[src/rtl/pipe_hazard_ctrl.sv]
// pipe_hazard_ctrl
//   Hazard and forwarding controller that sits beside the ID stage. It keeps
//   a shift-register scoreboard of the destination registers still in flight
//   (entry 0 = EX ... entry DEPTH-1 = WB). From that scoreboard it drives:
//     - the ID operand-mux selects, choosing the youngest in-flight producer
//     - a load-use stall, raised when load data is not yet forwardable
//     - a branch-shadow flush, held for SHADOW cycles after a taken branch
//   It also keeps saturating counts of stall and flush cycles.
//
// Ports
//   clk, rst_n            clock, asynchronous active-low reset
//   id_valid              ID holds a live instruction
//   id_aa, id_ba          ID source register addresses
//   id_use_a, id_use_b    source is read from the register file
//   id_rw, id_da, id_md   ID write enable, destination, result source (01 = load)
//   br_taken              EX resolves a taken branch/jump
//   fwd_sel_a, fwd_sel_b  0 = register file, k = scoreboard entry k-1
//   stall                 hold PC and IF/ID, bubble into EX
//   flush                 squash IF and ID
//   stall_cnt, flush_cnt  saturating cycle counters
module pipe_hazard_ctrl #(
  parameter int unsigned REG_AW   = 5,
  parameter int unsigned DEPTH    = 2,
  parameter int unsigned LOAD_LAT = 0,
  parameter int unsigned SHADOW   = 1,
  parameter int unsigned CNT_W    = 16,
  localparam int unsigned SELW    = $clog2(DEPTH + 1)
) (
  input  logic              clk,
  input  logic              rst_n,
  input  logic              id_valid,
  input  logic [REG_AW-1:0] id_aa,
  input  logic [REG_AW-1:0] id_ba,
  input  logic              id_use_a,
  input  logic              id_use_b,
  input  logic              id_rw,
  input  logic [REG_AW-1:0] id_da,
  input  logic [1:0]        id_md,
  input  logic              br_taken,
  output logic [SELW-1:0]   fwd_sel_a,
  output logic [SELW-1:0]   fwd_sel_b,
  output logic              stall,
  output logic              flush,
  output logic [CNT_W-1:0]  stall_cnt,
  output logic [CNT_W-1:0]  flush_cnt
);

  localparam int unsigned SHW = $clog2(SHADOW + 1);

  // Entries whose load data is not yet forwardable (index < LOAD_LAT).
  localparam logic [DEPTH-1:0] LD_EARLY =
    (LOAD_LAT >= DEPTH) ? {DEPTH{1'b1}} : DEPTH'((64'd1 << LOAD_LAT) - 64'd1);

  logic [DEPTH-1:0]  live_q;
  logic [DEPTH-1:0]  wr_q;
  logic [DEPTH-1:0]  ld_q;
  logic [REG_AW-1:0] da_q [DEPTH];
  logic [SHW-1:0]    shadow_q;
  logic [CNT_W-1:0]  stall_cnt_q;
  logic [CNT_W-1:0]  flush_cnt_q;

  logic br_hit;
  logic haz_a;
  logic haz_b;
  logic take_id;

  always_comb begin
    fwd_sel_a = '0;
    fwd_sel_b = '0;
    haz_a     = 1'b0;
    haz_b     = 1'b0;
    // Walk from oldest to youngest so the lowest matching entry wins.
    for (int unsigned i = 0; i < DEPTH; i++) begin
      int unsigned k;
      k = DEPTH - 1 - i;
      if (wr_q[k] && (da_q[k] == id_aa) && id_use_a) begin
        fwd_sel_a = SELW'(k + 1);
        haz_a     = ld_q[k] & LD_EARLY[k];
      end
      if (wr_q[k] && (da_q[k] == id_ba) && id_use_b) begin
        fwd_sel_b = SELW'(k + 1);
        haz_b     = ld_q[k] & LD_EARLY[k];
      end
    end
    if (haz_a) fwd_sel_a = '0;
    if (haz_b) fwd_sel_b = '0;

    // A taken branch is only real when EX holds a live instruction.
    br_hit  = br_taken & live_q[0];
    flush   = br_hit | (shadow_q != '0);
    stall   = (haz_a | haz_b) & ~flush;
    take_id = id_valid & ~stall & ~flush;
  end

  assign stall_cnt = stall_cnt_q;
  assign flush_cnt = flush_cnt_q;

  always_ff @(posedge clk or negedge rst_n) begin
    if (!rst_n) begin
      live_q      <= '0;
      wr_q        <= '0;
      ld_q        <= '0;
      for (int unsigned k = 0; k < DEPTH; k++) da_q[k] <= '0;
      shadow_q    <= '0;
      stall_cnt_q <= '0;
      flush_cnt_q <= '0;
    end else begin
      for (int unsigned k = 1; k < DEPTH; k++) begin
        live_q[k] <= live_q[k-1];
        wr_q[k]   <= wr_q[k-1];
        ld_q[k]   <= ld_q[k-1];
        da_q[k]   <= da_q[k-1];
      end
      live_q[0] <= take_id;
      wr_q[0]   <= take_id & id_rw & (id_da != '0);
      ld_q[0]   <= take_id & (id_md == 2'b01);
      da_q[0]   <= id_da;

      if (br_hit)                shadow_q <= SHW'(SHADOW - 1);
      else if (shadow_q != '0)   shadow_q <= shadow_q - 1'b1;

      if (stall && (stall_cnt_q != '1)) stall_cnt_q <= stall_cnt_q + 1'b1;
      if (flush && (flush_cnt_q != '1)) flush_cnt_q <= flush_cnt_q + 1'b1;
    end
  end

endmodule

[config.mk]
export PLATFORM = sky130hd
export DESIGN_NAME = pipe_hazard_ctrl
export DESIGN_NICKNAME = d
export VERILOG_FILES = /design/src/rtl/pipe_hazard_ctrl.sv
export SDC_FILE = /design/constraint.sdc
export NUM_CORES = 1
export LEC_CHECK = 0
export ABC_AREA = 1
export CAP_MARGIN = 20
export CORE_MARGIN = 2
export CORE_UTILIZATION = 45
export DETAILED_ROUTE_END_ITERATION = 10
export PLACE_DENSITY_LB_ADDON = 0.1
export SYNTH_ARGS = -nofsm -noshare
export SYNTH_HDL_FRONTEND = slang
export SYNTH_SLANG_ARGS = --single-unit
[constraint.sdc]
create_clock -name clk -period 1.8 [get_ports clk]
set_clock_uncertainty 0.2 [all_clocks]
set_input_delay 0.54 -clock clk [delete_from_list [all_inputs] [get_ports clk]]
set_output_delay 0.54 -clock clk [all_outputs]
set_load 0.05 [all_outputs]
==> results of run 1 <==
==> through the flow <==
stage                     cells  hold WS [ps]  area (sq um)
after floorplan             268          44.4          1920
after global placement      361           161          2640
after detailed placement    361           162          2640
after CTS                   371           180          2760
after global routing        371           222          2750
final                       371           197          2750
==> routing by layer <==
| metal | part of all wire (%) | GRT usage, % | vias up | wire [um] |
|---|---|---|---|---|
| li1 | - | - | 902 | - |
| met3 | 5.8 | 5.00 | 13 | 253 |
| met1 | 41 | 27.4 | 835 | 1820 |
| met4 | 2.8 | 9.44 | 0 | 124 |
| met2 | 50 | 38.4 | 58 | 2200 |
| met5 | 0 | 0 | - | 0 |
==> cells by family (layout without fill, tap and decap cells) <==
family          count (synthesis)  in the layout  synth area share [%]
other cells                     1             17                 0.209
xor+xnor                        6              6                  2.92
buf+inv                        50            105                  14.4
flops                          29             29                  40.4
fa+ha+maj                       1              1                 0.696
compound gates                 21             21                  6.26
simple gates                  144            144                  35.1
==> report_power, final <==
| group | total, mW | switching, mW | leakage (nW) | internal, mW |
|---|---|---|---|---|
| registers | 0.773 | 0.0565 | 0.357 | 0.717 |
| logic | 0.814 | 0.465 | 0.908 | 0.348 |
| clock network | 0.583 | 0.238 | 0.0542 | 0.345 |
| total | 2.17 | 0.760 | 1.32 | 1.41 |
==> worst min-delay path by stage <==
| stage | depth (start not counted) | from | slack, ps | endpoint |
|---|---|---|---|---|
| finish | 0 | da_q[9] | 200 | da_q[4] |
| global placement | 0 | da_q[9] | 160 | da_q[4] |
| detailed placement | 0 | da_q[9] | 160 | da_q[4] |
| global route | 0 | da_q[9] | 220 | da_q[4] |
| floorplan | 0 | rst_n | 40 | da_q[0] |
| CTS | 0 | da_q[9] | 180 | da_q[4] |
==> state kept, by name, indices dropped and copies added (netlist names) <==
signal / count
flush_cnt: 16
da_q: 10
live_q: 1
wr_q: 2
==> worst reg2reg max path, delay by kind of cell, from the launching register on <==
kind,cells,cell delay (ps)
buf+inv,2,120
fa+ha+maj,1,210
flops,1,410
simple gates,5,490
compound gates,1,70
==> final cells by class <==
| class | instances | area share, % |
|---|---|---|
| Multi-Input combinational cell | 189 | 34.6 |
| Timing Repair Buffer | 65 | 27.9 |
| Clock inverter | 1 | 0.182 |
| Clock buffer | 7 | 3.50 |
| Tap cell | 48 | 2.18 |
| Sequential cell | 29 | 26.7 |
| Inverter | 32 | 5.04 |
==> timing repair <==
| item | in CTS | in global routing |
|---|---|---|
| endpoints found under the setup margin | 11 | 12 |
| pin swaps | 15 | 15 |
| gates resized for setup | 42 | 23 |
| setup buffers | 2 | 0 |
==> placed cells by master (no fill, tap or decap), types with 5 or more instances in the layout <==
cell type        instances
conb_1                  17
nor2_1                  21
nand4_1                 10
inv_2                    7
nand3_1                  9
buf_12                  22
nor2_2                   5
nand2_2                  5
buf_4                   23
dfrtp_2                  7
clkdlybuf4s50_1          8
clkbuf_8                 7
nor2_4                   6
inv_1                   22
nand2_1                 79
dfrtp_1                 22
a21oi_1                  5
buf_2                    5
o21ai_0                  8
==> impl_metrics.py, run 1 <==
metrics = {
    "logic_synthesis": {
        "ys_ff_latch": 29,
        "netlist_area_sq_um": 1800,
        "synth_enable_flop_cells": 0,
        "synth_warnings": 0,
        "synth.distinct_cells": 24,
        "synthCells": 252,
        "synth_top_area_cell": "dfrtp_1",
        "synth_common_cells": "nand2_1 (81), inv_1 (30), dfrtp_1 (29)",
        "synthArstFlopShare_pct": 100,
        "synth_area_per_cell_sq_um": 7.13,
        "ys_seq_area_share_pct": 40.4,
        "synth_top_area_share_pct": 40.4,
        "synth.area.top_cells": "dfrtp_1 (40%), nand2_1 (17%), buf_4 (7.1%)",
        "yosysMostFrequentCell": "nand2_1",
        "synthFlopType": "dfrtp_1",
    },
    "run": {
        "drv_cap": 0,
    },
    "placement": {
        "io_buffer_count": 42,
        "post-dp-hpwl_um": 3430,
        "place_ws_ps": -832,
        "place_congestion": 0.805,
    },
    "timing": {
        "setup_viol": 4,
        "slew_viol_final": 0,
        "post-route-min-period_ps": 2170,
        "rsz0062_at_grt": "yes",
        "fmax_mhz": 461,
        "setup_tns_ps": -1360,
        "hold_viol": 0,
        "layout_setup_ws_ps": -370,
        "timing.final.crit_share_pct": 121,
    },
    "global_route": {
        "grt.overflow.total": 0,
        "gr-usage-all-layers_pct": 22.5,
        "grt_pass1_vias": 1728,
        "antenna_found_initial": 0,
        "grt_max_degree": 30,
        "grt_pass1_wl_um": 7560,
    },
    "clock_network": {
        "cts_buffers": 5,
        "clkLatencyLatePin_ps": 280,
        "cts_sinks": 29,
        "root_buffer": "clkbuf_8",
        "clockBufferDepth": 2,
        "cts-htree-levels": 2,
        "path_clk_slew_ps": 60,
        "holdBufCountCts": 0,
        "cts_tree": "done",
    },
    "final_layout": {
        "fin_util_pct": 73.6,
        "area.sequential_sq_um": 734,
        "diodes": 0,
        "fillCellCount": 317,
        "drive_gt1_share_pct": 32.5,
        "syn_to_final_growth_pct": 53.2,
        "multi_input_area_sq_um": 952,
        "fin_nets": 347,
    },
    "critical_path": {
        "path_cells": "buf_2, inv_8, nand2_1, o21ai_2, a21oi_1, nand2_1, nor2_4, nor2_4, buf_12",
        "slowest_stage": "nor2_4",
        "cp.required_ps": 1060,
        "path_max_fanout": 3,
        "crit_path_end_kind": "output port",
        "critPathBufInv": 3,
        "cp_top_family": "simple AND/OR/NAND/NOR gates",
        "worstReg2RegStart": "flush_cnt[0]",
        "start_kind": "input pin",
        "cp_slowest_stage_delay_ps": 180,
        "worstPathArrival_ps": 1430,
        "crit_start": "id_aa[1]",
        "crit_cells": 9,
        "endpoint": "fwd_sel_a[1]",
        "path_class": "input pin to output port",
        "reg2reg_slack_ps": 180,
        "rr_worst_depth": 9,
        "reg2reg_to": "flush_cnt[2]",
    },
    "detailed_routing": {
        "num_vias": 1808,
        "post_drt_wl_per_cell_um": 11.8,
        "drtPass1Iterations": 4,
        "wirelength_um": 4390,
        "post-route-drc-count": 0,
        "viasPerCell": 4.87,
        "first_iter_violations": 48,
        "detail-route-antenna-nets": 0,
    },
    "power": {
        "power_density_nw_per_um2": 788,
        "vdd_ir_drop_max_v": 0.000620,
        "leakage_nw": 1.32,
        "power.total_mw": 2.17,
    },
    "run_status": {
        "violations": "negative setup slack",
        "outcome": "finished, violations left",
    },
    "floorplan": {
        "ios": 62,
        "die_area_sq_um": 4520,
        "core-area_sq_um": 3740,
        "fp.dieW_um": 67.2,
        "num_rows": 22,
        "start_util_pct": 48.0,
        "die_height_um": 67.2,
    },
    "hold_path": {
        "hp-class": "flop to flop",
    },
}
(Power assumes the default switching activity.)
==> run 2, diff against run 1 <==
--- a/config.mk
+++ b/config.mk
@@ -5,10 +5,8 @@
 export SDC_FILE = /design/constraint.sdc
 export NUM_CORES = 1
 export LEC_CHECK = 0
-export ABC_AREA = 1
 export CAP_MARGIN = 20
-export CORE_MARGIN = 2
-export CORE_UTILIZATION = 45
+export CORE_UTILIZATION = 43
 export DETAILED_ROUTE_END_ITERATION = 10
 export PLACE_DENSITY_LB_ADDON = 0.1
 export SYNTH_ARGS = -nofsm -noshare
==> run 2 against run 1 <==
The run still ends with negative setup slack left. Cell count decreased by 26%. Clock power decreased by 23%. Synthesized area shrank 14%. Sequential share of layout area is 0.30 points higher. Largest cell class is now buffers. Synthesized cell count shrank 44%. Setup slack got worse by 110 ps. Combinational power is 33% higher. Via count is 26% lower.
==> impl_metrics.py, run 2 <==
metrics = {
    "final_layout": {
        "largest_register_ffs": 16,
        "area.sequential_sq_um": 748,
        "mostFrequentLayoutCells": "buf_4 (25), buf_12 (23), dfrtp_2 (18)",
        "fillCellCount": 186,
        "diodes": 0,
        "fin_nets": 254,
        "syn_to_final_growth_pct": 79.7,
        "drive_gt1_share_pct": 55.2,
        "stdcell_count": 276,
        "final_common_cell": "buf_4",
        "multi_input_area_sq_um": 915,
    },
    "placement": {
        "place_congestion": 0.750,
        "io_buffer_count": 42,
        "post-dp-hpwl_um": 2750,
        "dp_cells": 257,
    },
    "logic_synthesis": {
        "synth_enable_flop_cells": 0,
        "synth_area_per_cell_sq_um": 10.9,
        "netlist_area_sq_um": 1540,
        "synth_common_cells": "dfrtp_1 (29), xnor2_1 (21), buf_4 (17)",
        "synthFlopType": "dfrtp_1",
        "ys_seq_area_share_pct": 47.0,
        "synth.area.top_cells": "dfrtp_1 (47%), xnor2_1 (12%), buf_4 (8.3%)",
        "yosysMostFrequentCell": "dfrtp_1",
        "synth_warnings": 0,
        "ys_ff_latch": 29,
        "synth_top_area_share_pct": 47.0,
        "synth_top_area_cell": "dfrtp_1",
        "synth.distinct_cells": 29,
        "synthArstFlopShare_pct": 100,
        "synthCells": 142,
    },
    "timing": {
        "post-route-min-period_ps": 2280,
        "timing.final.crit_share_pct": 127,
        "layout_setup_ws_ps": -479,
        "rsz0062_at_grt": "yes",
        "setup_tns_ps": -1780,
        "hold_viol": 0,
        "fmax_mhz": 439,
        "setup_viol": 4,
        "slew_viol_final": 0,
    },
    "global_route": {
        "grt_pass1_vias": 1316,
        "grt_pass1_wl_um": 5830,
        "gr-usage-all-layers_pct": 21.8,
        "grt.overflow.total": 0,
        "antenna_found_initial": 0,
        "grt_max_degree": 30,
    },
    "detailed_routing": {
        "post_drt_wl_per_cell_um": 14.8,
        "num_vias": 1338,
        "post-route-drc-count": 0,
        "detail-route-antenna-nets": 0,
        "drtPass1Iterations": 4,
        "wirelength_um": 4070,
        "first_iter_violations": 35,
        "viasPerCell": 4.85,
    },
    "clock_network": {
        "cts_buffers": 5,
        "clockBufferDepth": 2,
        "root_buffer": "clkbuf_4",
        "clkLatencyLatePin_ps": 330,
        "cts_sinks": 29,
        "cts_tree": "done",
        "cts-htree-levels": 2,
        "path_clk_slew_ps": 80,
    },
    "critical_path": {
        "cp.required_ps": 1060,
        "start_kind": "flop",
        "slowest_stage": "dfrtp_1",
        "path_max_fanout": 3,
        "worstPathArrival_ps": 1540,
        "path_cells": "xnor2_1, nand4_1, nor2_4, nor3_4, buf_12",
        "cp_slowest_stage_delay_ps": 430,
        "crit_path_end_kind": "output port",
        "path_class": "flop to output port",
    },
    "floorplan": {
        "die_area_sq_um": 3830,
        "ios": 62,
        "num_rows": 21,
        "core-area_sq_um": 3390,
        "fp.dieW_um": 61.9,
        "die_height_um": 61.9,
        "start_util_pct": 45.6,
    },
    "run": {
        "drv_cap": 0,
    },
    "run_status": {
        "violations": "negative setup slack",
        "outcome": "finished, violations left",
    },
    "power": {
        "leakage_nw": 1.27,
        "power_density_nw_per_um2": 859,
        "vdd_ir_drop_max_v": 0.000976,
    },
    "hold_path": {
        "hp-class": "flop to flop",
    },
}
==> run 2: cell types whose count changed after synthesis, moves of 3 or more <==
cell,change
inv_1,-27
nor2_2,-3
nand2_1,-72
xnor2_1,+18
nor4_1,+3
nand2_2,-4
nor3_1,+7
a21oi_1,-4
nand4_1,-5
nor2_1,-20
nand3b_1,-3
o21ai_0,-13
xor2_1,+7
==> run 2: critical path, delay by kind of cell (launching register included) <==
kind | cells | cell delay [ps]
DFF | 1 | 430
and+or+nand+nor | 3 | 450
buffers and inverters | 1 | 140
xor gates and xnor gates | 1 | 190
==> run 2: cells by family after synthesis <==
kind of cell             synth area share, %
XOR/XNOR                                17.6
adder cells (fa/ha/maj)                0.810
buffers and inverters                   8.99
AND/OR/NAND/NOR                         20.7
multiplexers                            2.35
flip-flops                              47.0
other                                  0.243
AO/OA/AOI/OAI                           2.35
==> run 2: timing repair <==
| action | CTS | global route |
|---|---|---|
| resized for setup | 30 | 32 |
| endpoints found under the setup margin | 25 | 25 |
| buffers inserted | 9 | 5 |
| pin swaps | 16 | 16 |
| hold buffers | 0 | 0 |
==> run 2: per-stage QoR <==
step	util, %	hold WS, ps	setup slack (ps)	cell area (sq um)	power [mW]
2_1_floorplan	-	44.4	-244	1700	1.38
3_3_place_gp	73.3	204	-687	2480	1.85
3_5_place_dp	73.3	222	-739	2480	1.86
4_1_cts	77.9	262	-488	2640	2.36
5_1_grt	81.8	279	-543	2770	2.50
6_report	81.8	262	-479	2770	2.38
==> run 2: worst paths after layout <==
path / from / slack, ps / cells past startpoint / endpoint
min in group asynchronous: rst_n / 370 / 2 / flush_cnt[2]
worst max-delay path: da_q[8] / -480 / 5 / fwd_sel_b[1]
worst max register to register: flush_cnt[4] / 50 / 4 / flush_cnt[14]
max in group asynchronous: rst_n / 850 / 2 / flush_cnt[12]
worst min register to register: da_q[6] / 260 / 0 / da_q[1]
worst min-delay path: da_q[6] / 260 / 0 / da_q[1]
==> run 2: layout make-up <==
cell class	count	area share, %
inverters	3	0.406
well taps	46	2.07
clock buffers	7	2.35
flip-flops and latches	29	27.0
clock inverters	1	0.180
repair buffers	81	35.0
multi-input cells	109	33.0
==> run 2: metal layers <==
metal	global-route usage [%]	part of all wire, %	vias up	wire (um)
met2	37.5	52	54	2130
li1	-	-	634	-
met3	5.38	4.5	13	185
met5	0	0	-	0
met1	26.2	40	637	1610
met4	8.89	3.5	0	142
==> run 2: where the power goes <==
| part | internal, mW | switching [mW] | leakage (nW) |
|---|---|---|---|
| Sequential | 0.740 | 0.106 | 0.335 |
| Combinational | 0.529 | 0.556 | 0.899 |
| Clock | 0.226 | 0.225 | 0.0413 |
